[src/rtl/shift_ctrl_pkg.sv]
// Shared types for the serial capture sequencer: FSM state encoding and the
// delivered-word counter width.
package shift_ctrl_pkg;

    typedef enum logic [1:0] {
        IDLE  = 2'd0,
        SHIFT = 2'd1,
        LOAD  = 2'd2,
        HOLD  = 2'd3
    } seq_state_e;

    localparam int WORDCNT_W = 8;

endpackage

[src/rtl/shift_seq_ctrl.sv]
// Data-driven sequencer: counts serial bits into words, pulses the sync_reg load,
// then holds the word valid until the decode stage takes it (valid/ready).
module shift_seq_ctrl
    import shift_ctrl_pkg::*;
#(
    parameter  int DATA_WIDTH = 4,
    localparam int CNT_W      = $clog2(DATA_WIDTH)
) (
    input  logic                 fastClk,
    input  logic                 reset,
    input  logic                 control,
    input  logic                 bitValid,
    input  logic                 downReady,
    output logic                 shiftEn,
    output logic                 loadEn,
    output logic                 wordValid,
    output logic [CNT_W-1:0]     bitCount,
    output logic                 overrun,
    output logic [WORDCNT_W-1:0] wordCount,
    output seq_state_e           dbgState
);

    // Handshake: wordValid rises the cycle after loadEn and stays high, independent
    // of downReady, until an edge samples wordValid & downReady; that edge is the
    // transfer. The word is never withdrawn except by reset.

    localparam logic [CNT_W-1:0] LAST_BIT = CNT_W'(DATA_WIDTH - 1);

    seq_state_e           state_q, state_d;
    logic [CNT_W-1:0]     bitCount_q, bitCount_d;
    logic [WORDCNT_W-1:0] wordCount_q, wordCount_d;
    logic                 overrun_q, overrun_d;

    always_ff @(posedge fastClk) begin
        if (reset) begin
            state_q     <= IDLE;
            bitCount_q  <= '0;
            wordCount_q <= '0;
            overrun_q   <= 1'b0;
        end else begin
            state_q     <= state_d;
            bitCount_q  <= bitCount_d;
            wordCount_q <= wordCount_d;
            overrun_q   <= overrun_d;
        end
    end

    always_comb begin
        state_d     = state_q;
        bitCount_d  = bitCount_q;
        wordCount_d = wordCount_q;
        overrun_d   = overrun_q;
        shiftEn     = 1'b0;
        loadEn      = 1'b0;
        wordValid   = 1'b0;
        case (state_q)
            IDLE: begin
                overrun_d = 1'b0;
                if (control) begin
                    state_d    = SHIFT;
                    bitCount_d = '0;
                end
            end
            SHIFT: begin
                shiftEn = bitValid & control;
                // Dropping control abandons the partial word even on its last bit.
                if (!control) begin
                    state_d    = IDLE;
                    bitCount_d = '0;
                end else if (bitValid) begin
                    if (bitCount_q == LAST_BIT) begin
                        state_d    = LOAD;
                        bitCount_d = '0;
                    end else begin
                        bitCount_d = bitCount_q + 1'b1;
                    end
                end
            end
            LOAD: begin
                loadEn  = 1'b1;
                state_d = HOLD;
                if (bitValid) overrun_d = 1'b1;
            end
            HOLD: begin
                wordValid = 1'b1;
                if (bitValid) overrun_d = 1'b1;
                // control only chooses where to go after delivery; it never cancels it.
                if (downReady) begin
                    wordCount_d = wordCount_q + 1'b1;
                    state_d     = control ? SHIFT : IDLE;
                end
            end
            default: state_d = IDLE;
        endcase
    end

    assign bitCount  = bitCount_q;
    assign wordCount = wordCount_q;
    assign overrun   = overrun_q;
    assign dbgState  = state_q;

endmodule

[config.mk]
export PLATFORM = sky130hd
export DESIGN_NAME = shift_seq_ctrl
export DESIGN_NICKNAME = d
export VERILOG_FILES = /design/src/rtl/shift_ctrl_pkg.sv /design/src/rtl/shift_seq_ctrl.sv
export SDC_FILE = /design/constraint.sdc
export NUM_CORES = 1
export LEC_CHECK = 0
export BUFFER_PORTS_ARGS = -buffer_cell sky130_fd_sc_hd__buf_2
export CORE_MARGIN = 2
export CORE_UTILIZATION = 35
export CTS_BUF_LIST = sky130_fd_sc_hd__clkbuf_16
export DETAILED_ROUTE_END_ITERATION = 8
export PLACE_DENSITY = 0.65
export SKIP_CTS_REPAIR_TIMING = 1
export SLEW_MARGIN = 10
export SYNTH_ARGS = -nofsm -noshare
export SYNTH_HDL_FRONTEND = slang
export SYNTH_SLANG_ARGS = --single-unit
[constraint.sdc]
create_clock -name fastClk -period 2.3 [get_ports fastClk]
set_clock_uncertainty 0.05 [all_clocks]
set_input_delay 0.23 -clock fastClk [delete_from_list [all_inputs] [get_ports fastClk]]
set_output_delay 0.23 -clock fastClk [all_outputs]
set_load 0.01 [all_outputs]
======== Yosys cells after proc, flatten, opt, wreduce, memory -nomap -nowiden ========
Index checks and enable logic that the tools add are counted.
word-level totals
  input bits .............................. 5
  output and inout bits ................... 16
  bits in registers ....................... 13
  logic and storage cells ................. 41
cells by class
  muxes and demuxes ....................... 17
  equality and inequality tests ........... 9
  add/subtract/negate cells ............... 2
  reductions and logical operators ........ 8
  bitwise operators ....................... 1
operators by type and width
  operator               number
  $mux W2                9
  $add A8 B1 Y8 const B  1
  $pmux W2 S4            1
  $eq A2 B2 Y1 const B   3
  $ne A3 B3 Y1 const B   2
  $mux W1                5
  $ne A2 B2 Y1 const B   2
  $pmux W2 S2            1
  $reduce_and A2 Y1      2
  $reduce_and A4 Y1      1
  $reduce_bool A2 Y1     2
  $reduce_and A3 Y1      1
  $add A2 B1 Y2 const B  1
  $eq A2 B1 Y1 const B   1
  $logic_not A2 Y1       1
  $ne A2 B1 Y1 const B   1
  $pmux W1 S2            1
  $reduce_or A2 Y1       1
  $and A1 B1 Y1          1

======== Logic depth before layout (Yosys ltp) ========
  word-level depth ........................ 5
  gate-level depth with buffers ........... 4
  gate-level depth less buffers ........... 4

======== Worst setup path after synthesis ========
Ideal clock, no wire load.
  kind .................................... reg2reg
  start point ............................. register (tool-made name)
  end point ............................... register wordCount_q[7] (netlist: wordCount[7])
  arrival ................................. 1249 ps
  period minus slack after synthesis ...... 1420 ps
  cell stages (with the launch flop) ...... 5
  required time ........................... 2129 ps
  path buffers ............................ 1
  path slack .............................. 880 ps
  library setup time ...................... 121 ps
  path through ............................ dfxtp_1 nand3_2 buf_6 nor4_1 mux2_2
RTL lines
  element               RTL line              text
  end signal, assigned  shift_seq_ctrl.sv:43  wordCount_q <= wordCount_d;
  end, declared         shift_seq_ctrl.sv:31  logic [WORDCNT_W-1:0] wordCount_q, wordCount_d;

==> run metrics <==
DRC viols=0; CP Class=register to register; GR Overflow Total=0; CTS tree=built; met2 Track Usage GR=0.2056; CP Cell Sequence=nand3_2 > nor4_1 > mux2_2; most common cell after layout, fill and taps aside=buf_2; First-pass DRT Iterations=4; sequential share of the synthesized area=0.4160; largest family of logic cells by synthesized area=simple AND/OR/NAND/NOR gates; first-pass GRT wire length=2.111 mm; Pwr Total=around 0.57 mW; Post-Synth Simple-Gate Area=0.2860; CP required=2380 ps; # IOs=21; DPL Wire Length=901.9 um; Post-Synth Adder-Cell Area=0.04000; proportion of layout cells with a drive suffix above 1=0.2747; # nets final=between 90 and 100; n_diodes=0; Die Y=approximately 46 um; Arr. time, crit path=1770 ps; die area=around 2100 um2; clk sinks=13; post-synthesis register bit count=13; # rows=15; worst vdd ir=approximately 0.00044 V; per-cell routed wire length=between 10 and 15 um; compound-cell area share of the yosys netlist=0.1600; Worst path slowest cell=dfxtp_1; Reg clk slew, reported paths=approximately 40 ps; Antenna Violating Nets Remaining=0; placer's final routability congestion estimate=between 0.8 and 0.9; worst-margin pin slew=approximately 360 ps; Post-Synthesis Cells=approximately 70; Total Wirelength=approximately 1.3 mm; nature of the critical path endpoint=register; Tmin final=between 1500 and 2000 ps; vias per cell=roughly 5; Clock Tree Root=clkbuf_16; Top Family by Delay on Critical Path=simple AND/OR/NAND/NOR gates; setup TNS=0 ps; Max Fclk=between 500 and 600 MHz; most frequent cells in the layout=buf_2 (20), dfxtp_1 (13), a21oi_1 (8); CTS max path bufs=2; post-synthesis mux area share=0.03400; PortBufs=20; Tcrit/Tclk final=0.7357; Final Hold Viols=0; syn nets=78; vias in the first global route=480; Iteration-0 DRC Markers=10; maxcap violations=0; CTS buffer count=3; leakage=~0.36 nW; Slew headroom=0.7624; number of antenna violations at the first check in global routing=0; startpoint class of the critical path=register; Max Slew Vio Count=0; core area=1708 um2; clk_lat worst skew=240 ps; all-layer global routing usage=0.1393; RSZ-0062 raised after global routing=no; Starting Density=0.3663; Mapped Area=625.6 um2; routing usage on met3=0.07059; largest net degree at the start of global routing=15; synthesis-to-finish area growth=30.00%; Die W=46.28 um; XOR/XNOR Fraction of Synth Area=0.02800; Yosys warnings=0; final setup fails=0; busiest grt layer=met2; PD cells=700.8 nW/um2; Finished Core Util=0.4762; GR Layer Usage met1=0.1863; Synth Area per Inst=8.811 um2; crit path max fanout=12; max incr delay on CP=around 520 ps; Cell variety after synth=27; H-Tree Depth=1; Critical path buffers and inverters=0; DR vias=574; status=finished, final reports clean; Tightest Hold Check Type=primary input to register
where the power goes:
group	total (mW)	switching, mW	leakage [nW]	internal, mW
combinational	0.0174	0.0109	0.216	0.00647
sequential	0.230	0.00308	0.105	0.227
clock	0.322	0.0931	0.0423	0.229
state kept, by name (all words and copies together), names as in the netlist, named ones only:
signal,flops
dbgState,1
bitCount,2
overrun,1
wordCount,8
cell families after synthesis:
family                   count (synthesis)
buffers and inverters                    4
AO/OA/AOI/OAI                           17
XOR/XNOR                                 2
multiplexers                             2
AND/OR/NAND/NOR                         31
flip-flops                              13
adder cells (fa/ha/maj)                  2
cell usage after synthesis:
cell type	count	area share
buf_6	1	0.018
xor2_1	2	0.028
o211ai_1	2	0.024
nand2_1	6	0.036
dfxtp_1	13	0.42
nand4_1	1	0.010
and4b_1	2	0.032
mux2_2	1	0.018
o21ai_0	3	0.024
nor2_1	6	0.036
ha_1	2	0.040
o21bai_1	1	0.012
nand3_1	2	0.016
nor2b_1	4	0.040
o31ai_1	2	0.024
or4_1	2	0.024
mux2i_1	1	0.016
nor3_1	1	0.0080
nor4b_1	1	0.014
a21oi_1	8	0.064
and3b_1	1	0.014
clkbuf_1	3	0.018
a21boi_0	1	0.012
and2_1	1	0.010
or3_1	2	0.020
nand3_2	1	0.016
nor4_1	1	0.010
final timing paths:
path                                from            to  slack [ps]  cells past startpoint
worst min-delay path               reset  wordCount[1]         270                      2
worst min register to register   overrun       overrun         420                      2
worst max-delay path            register  wordCount[7]         610                      3
worst max register to register  register  wordCount[7]         610                      3
cell type report:
type	instances	area, um2
clock buffer	3	75.07
clock inverter	1	3.754
fill	170	894.6
multi-input combinational	54	342.8
sequential	13	260.3
tap	25	31.28
timing repair buffer	20	100.1
per-layer routing:
layer / part of all wire / up-vias
met1: 0.50 / 261
met5: 0 / -
met2: 0.43 / 17
met4: 0 / 0
met3: 0.071 / 0
li1: - / 296
stage by stage:
stage	cells	instance area (um2)	hold slack, ps	setup slack (ps)
global route	116	813.3	283.3	482.0
CTS	116	813.3	262.9	604.3
detailed placement	112	734.5	420.2	616.4
floorplan	71	625.6	249.1	880.3
finish	116	813.3	271.9	607.9
global placement	112	734.5	424.1	687.6
(Power assumes the default switching activity.)
